<file path="config.mk">
export PLATFORM = sky130hd
export DESIGN_NAME = mixer_duc_nco_lut
export DESIGN_NICKNAME = d
export VERILOG_FILES = /design/src/rtl/mixer_duc_nco_lut.sv
export SDC_FILE = /design/constraint.sdc
export NUM_CORES = 1
export LEC_CHECK = 0
export ABC_CLOCK_PERIOD_IN_PS = 4210
export BUFFER_PORTS_ARGS = -buffer_cell sky130_fd_sc_hd__buf_2
export CORE_MARGIN = 2
export CORE_UTILIZATION = 45
export CTS_BUF_LIST = sky130_fd_sc_hd__clkbuf_4
export DETAILED_ROUTE_END_ITERATION = 10
export SYNTH_ARGS = -nofsm -noshare
export SYNTH_HDL_FRONTEND = slang
export SYNTH_SLANG_ARGS = --single-unit
</file>
<file path="constraint.sdc">
create_clock -name clk -period 4.21 [get_ports clk]
set_clock_uncertainty 0.2 [all_clocks]
set_input_delay 0.421 -clock clk [delete_from_list [all_inputs] [get_ports clk]]
set_output_delay 0.421 -clock clk [all_outputs]
set_load 0.05 [all_outputs]
</file>
<file path="src/rtl/mixer_duc_nco_lut.sv">
// Purpose: NCO giving signed 8-bit cos/sin coefficients for the DUC I/Q mixer multipliers.
// Latency: 3 ce edges from accumulator phase to cos_out/sin_out; out_valid follows the same pipeline depth.
// Backpressure: none; ce=0 freezes accumulator, pipeline and valid (freq_we still loads the increment).
module mixer_duc_nco_lut #(
    parameter int PHASE_W = 24,
    parameter int LUT_AW  = 6
) (
    input  logic               clk,
    input  logic               reset,
    input  logic               ce,
    input  logic [PHASE_W-1:0] freq_word,
    input  logic               freq_we,
    input  logic [7:0]         phase_offset,
    input  logic               phase_clr,
    output logic [7:0]         cos_out,
    output logic [7:0]         sin_out,
    output logic               out_valid
);

    logic [PHASE_W-1:0] acc;
    logic [PHASE_W-1:0] inc_reg;
    logic [7:0]         ph;
    logic [6:0]         sin_mag;
    logic [6:0]         cos_mag;
    logic               sin_neg;
    logic               cos_neg;
    logic [2:0]         vld_sr;
    logic [7:0]         sin_fold;
    logic [7:0]         cos_fold;

    // Quarter-wave table: round(127*sin(pi*k/128)), k = 0..64.
    function automatic logic [6:0] qtr_sin(input logic [LUT_AW:0] k);
        logic [6:0] v;
        case (k)
            7'd0:  v = 7'd0;   7'd1:  v = 7'd3;   7'd2:  v = 7'd6;   7'd3:  v = 7'd9;
            7'd4:  v = 7'd12;  7'd5:  v = 7'd16;  7'd6:  v = 7'd19;  7'd7:  v = 7'd22;
            7'd8:  v = 7'd25;  7'd9:  v = 7'd28;  7'd10: v = 7'd31;  7'd11: v = 7'd34;
            7'd12: v = 7'd37;  7'd13: v = 7'd40;  7'd14: v = 7'd43;  7'd15: v = 7'd46;
            7'd16: v = 7'd49;  7'd17: v = 7'd51;  7'd18: v = 7'd54;  7'd19: v = 7'd57;
            7'd20: v = 7'd60;  7'd21: v = 7'd63;  7'd22: v = 7'd65;  7'd23: v = 7'd68;
            7'd24: v = 7'd71;  7'd25: v = 7'd73;  7'd26: v = 7'd76;  7'd27: v = 7'd78;
            7'd28: v = 7'd81;  7'd29: v = 7'd83;  7'd30: v = 7'd85;  7'd31: v = 7'd88;
            7'd32: v = 7'd90;  7'd33: v = 7'd92;  7'd34: v = 7'd94;  7'd35: v = 7'd96;
            7'd36: v = 7'd98;  7'd37: v = 7'd100; 7'd38: v = 7'd102; 7'd39: v = 7'd104;
            7'd40: v = 7'd106; 7'd41: v = 7'd107; 7'd42: v = 7'd109; 7'd43: v = 7'd111;
            7'd44: v = 7'd112; 7'd45: v = 7'd113; 7'd46: v = 7'd115; 7'd47: v = 7'd116;
            7'd48: v = 7'd117; 7'd49: v = 7'd118; 7'd50: v = 7'd120; 7'd51: v = 7'd121;
            7'd52: v = 7'd122; 7'd53: v = 7'd122; 7'd54: v = 7'd123; 7'd55: v = 7'd124;
            7'd56: v = 7'd125; 7'd57: v = 7'd125; 7'd58: v = 7'd126; 7'd59: v = 7'd126;
            7'd60: v = 7'd126; 7'd61: v = 7'd127; 7'd62: v = 7'd127; 7'd63: v = 7'd127;
            default: v = 7'd127;
        endcase
        return v;
    endfunction

    // Quadrant fold of an 8-bit phase into {negative, magnitude}: odd quadrants mirror the
    // index, the upper half-circle flips the sign.
    function automatic logic [7:0] fold(input logic [7:0] p);
        logic [LUT_AW-1:0] k;
        logic [LUT_AW:0]   idx;
        k   = p[LUT_AW-1:0];
        idx = p[6] ? (7'd64 - {1'b0, k}) : {1'b0, k};
        return {p[7], qtr_sin(idx)};
    endfunction

    // Cosine is the sine a quarter turn ahead, so both share the same fold.
    always_comb begin
        sin_fold = fold(ph);
        cos_fold = fold(ph + 8'd64);
    end

    // Increment register loads on any edge; the accumulator only sees the new value from the next ce edge.
    always_ff @(posedge clk or posedge reset) begin
        if (reset) begin
            inc_reg <= '0;
        end else if (freq_we) begin
            inc_reg <= freq_word;
        end
    end

    // Phase accumulator, wrapping modulo 2^PHASE_W; phase_clr only acts on ce edges.
    always_ff @(posedge clk or posedge reset) begin
        if (reset) begin
            acc <= '0;
        end else if (ce) begin
            acc <= phase_clr ? '0 : acc + inc_reg;
        end
    end

    // Three-stage table pipeline plus its valid shift register, all frozen while ce is low.
    always_ff @(posedge clk or posedge reset) begin
        if (reset) begin
            ph        <= '0;
            sin_mag   <= '0;
            cos_mag   <= '0;
            sin_neg   <= 1'b0;
            cos_neg   <= 1'b0;
            sin_out   <= '0;
            cos_out   <= '0;
            vld_sr    <= '0;
        end else if (ce) begin
            ph      <= acc[PHASE_W-1 -: 8] + phase_offset;
            sin_neg <= sin_fold[7];
            sin_mag <= sin_fold[6:0];
            cos_neg <= cos_fold[7];
            cos_mag <= cos_fold[6:0];
            sin_out <= sin_neg ? (8'd0 - {1'b0, sin_mag}) : {1'b0, sin_mag};
            cos_out <= cos_neg ? (8'd0 - {1'b0, cos_mag}) : {1'b0, cos_mag};
            vld_sr  <= {vld_sr[1:0], 1'b1};
        end
    end

    assign out_valid = vld_sr[2];

endmodule

</file>
==> flow_metrics.py <==
metrics = {
    "die": {
        "core_area_um2": 14400,
        "die_h_um": 125,
        "die-area_um2": 15700,
        "fp.dieW_um": 125,
        "boundaryPins": 54,
        "start_util_pct": 45.9,
        "num_rows": 44,
    },
    "place": {
        "post-place-ws_ns": 1.10,
        "place_congestion": 0.905,
        "port_buffers": 53,
        "post-dp-hpwl_um": 11800,
        "placed_area_um2": 6990,
    },
    "sta": {
        "finalSetupViolCount": 0,
        "whs_ns": 0.135,
        "slew_violations": 0,
        "max_freq_mhz": 309,
        "setup_tns_ns": 0,
        "hold_violations": 0,
        "tightest_slew_ns": 1.11,
        "slew_headroom_pct": 26.3,
        "finalWorstSetupSlack_ns": 0.979,
        "finalCritPeriodShare_pct": 76.7,
        "rsz0062_at_grt": "no",
        "post-route-min-period_ns": 3.23,
    },
    "worst_hold_path": {
        "hold_path.class": "in -> reg",
    },
    "global_routing": {
        "grtUsageTotal_pct": 21.7,
        "grt_pass1_vias": 5665,
        "grt_antenna_before_repair": 0,
        "grt_pass1_wl_um": 28100,
        "grt_max_degree": 54,
        "overflow": 0,
    },
    "cells_and_area": {
        "final_nets": 892,
        "final_area_um2": 7380,
        "antenna_cells": 0,
        "post_route_cells_drive_above_1_share_pct": 15.6,
        "area_growth_pct": 11.6,
        "nFillCells": 1357,
    },
    "yosys": {
        "yosys_register_bits": 91,
        "syn_area_um2": 6620,
        "synthesis.instances": 768,
        "async_flop_share_pct": 100,
        "synth_edf_count": 0,
        "avgSynthCellArea_um2": 8.61,
        "yosysWarningCount": 0,
        "synth_cell_types": 67,
        "synth_top_flop_cell": "dfrtp_1",
        "seq_area_frac_synth_pct": 34.4,
        "synth_nets": 842,
    },
    "run": {
        "cap_violations": 0,
    },
    "pwr": {
        "power_density_nw_per_um2": 893,
        "p_leak_uw": 0.00314,
        "ir_drop_v": 0.000518,
    },
    "critical_path": {
        "end_kind": "register",
        "arrival_ns": 3.39,
        "critical_path_class": "reg -> reg",
        "critPathLaunchType": "register",
        "cp_max_fo": 34,
        "required_ns": 4.37,
    },
    "clock_network": {
        "cts_tree": "yes",
        "post_cts_buffers": 0,
        "ctsResizeCount": 0,
        "cts-hold-fix-buffers": 26,
        "clockBufferDepth": 2,
        "worstSkewPairLatency_ns": 0.47,
        "clkSinkCount": 91,
        "clockRootBuffer": "clkbuf_4",
        "path_clk_slew_ns": 0.14,
        "cts_htree_levels": 3,
        "cts_inserted_buffers": 9,
    },
    "drt": {
        "via_per_inst": 5.75,
        "antenna_left": 0,
        "drt-pass1-iter-count": 5,
        "drc": 0,
        "vias": 5787,
        "wl_per_cell_um": 16.5,
        "drt_iter0_drc": 406,
        "drt_wl_total_um": 16600,
    },
    "outcome": {
        "outcome": "complete, no violations",
    },
}
## area by class of cell
cell class,count,area [um2],area share [%]
flip-flops and latches,91,2280,30.8
multi-input cells,581,3960,53.6
well taps,184,230,3.12
inverters,44,166,2.25
repair buffers,91,616,8.34
clock inverters,4,52.6,0.712
clock buffers,11,82.6,1.12
## path summary, 6_finish.rpt
check | startpoint | endpoint | slack, ns | depth (start not counted)
max | ph[6] | sin_mag[2] | 0.98 | 7
min | phase_offset[7] | ph[7] | 0.13 | 4
max reg2reg | ph[6] | sin_mag[2] | 0.98 | 7
min reg2reg | vld_sr[0] | vld_sr[0] | 0.29 | 1
max in group asynchronous | reset | inc_reg[1] | 2.89 | 4
min in group asynchronous | reset | acc[22] | 0.41 | 4
## logic make-up (layout without fill, tap and decap cells)
family	Yosys count	count (layout)	synth area share (%)
AOI/OAI and AO/OA	262	262	25.0
xor gates and xnor gates	59	59	8.32
adders and majority gates	37	37	7.23
buffers and inverters	96	150	5.73
DFF	91	91	34.4
muxes	40	40	6.87
and+or+nand+nor	183	183	12.4
## per-stage QoR
step	utilization, %	std cells	total power, uW
CTS	51.2	1006	6570
global placement	48.4	965	5980
floorplan	-	768	5050
detailed placement	48.4	965	6010
global route	51.2	1006	7210
finish	51.2	1006	6590
## worst max-delay path: stages, from the launching register on
cell and delay, ns:
dfrtp_1 1.09, nand2b_1 0.42, xnor2_1 0.55, nor2_1 0.14
a221oi_1 0.31, nor2_1 0.07, a211oi_1 0.25, nor3_1 0.09
## cell usage after synthesis (7+ instances only)
master | number | area share (%)
a21oi_1 | 78 | 5.9
xnor2_1 | 34 | 4.5
dfrtp_1 | 91 | 34
nor3_1 | 14 | 1.1
o211ai_1 | 10 | 1.1
o21a_1 | 7 | 0.79
buf_2 | 12 | 0.91
xor2_1 | 22 | 2.9
ha_1 | 35 | 6.6
nand2b_1 | 8 | 0.76
inv_1 | 43 | 2.4
a31oi_1 | 19 | 1.8
a211oi_1 | 10 | 1.1
o21ai_0 | 53 | 4.0
nand3_1 | 12 | 0.91
nand2_1 | 57 | 3.2
nor2_1 | 64 | 3.6
mux2_2 | 33 | 5.6
o22ai_1 | 24 | 2.3
clkbuf_1 | 35 | 2.0
a21o_1 | 11 | 1.2
## routing by layer
| metal | global-route usage (%) | share of wire (%) |
|---|---|---|
| met1 | 31.3 | 50 |
| met2 | 34.1 | 45 |
| met3 | 3.47 | 4.4 |
| met4 | 5.62 | 1.3 |
| met5 | 0 | 0 |
## power by group
part           leakage, uW  internal (uW)  switching [uW]
clock network    0.0000652            191             308
logic              0.00201           1760            2780
registers          0.00106           1180             374
total              0.00314           3130            3460
## placed cells by master (no fill, tap or decap), types with 3 or more instances in the layout
cell type and instances:
a211oi_1 10, a21o_1 11, a21oi_1 78, a221oi_1 3, a311oi_1 3, a31oi_1 19, buf_2 53, buf_4 12
clkbuf_4 11, clkinvlp_4 3, dfrtp_1 91, dlygate4sd3_1 26, ha_1 35, inv_1 42, mux2_2 33, mux2i_1 6
nand2_1 57, nand2b_1 8, nand3_1 12, nand4_1 4, nor2_1 64, nor2b_1 4, nor3_1 14, nor3b_1 4
o211ai_1 10, o21a_1 7, o21ai_0 53, o21bai_1 5, o221ai_1 3, o22ai_1 24, o31ai_1 6, o32ai_1 4
or3_1 6, xnor2_1 34, xor2_1 22
(Power assumes the default switching activity.)
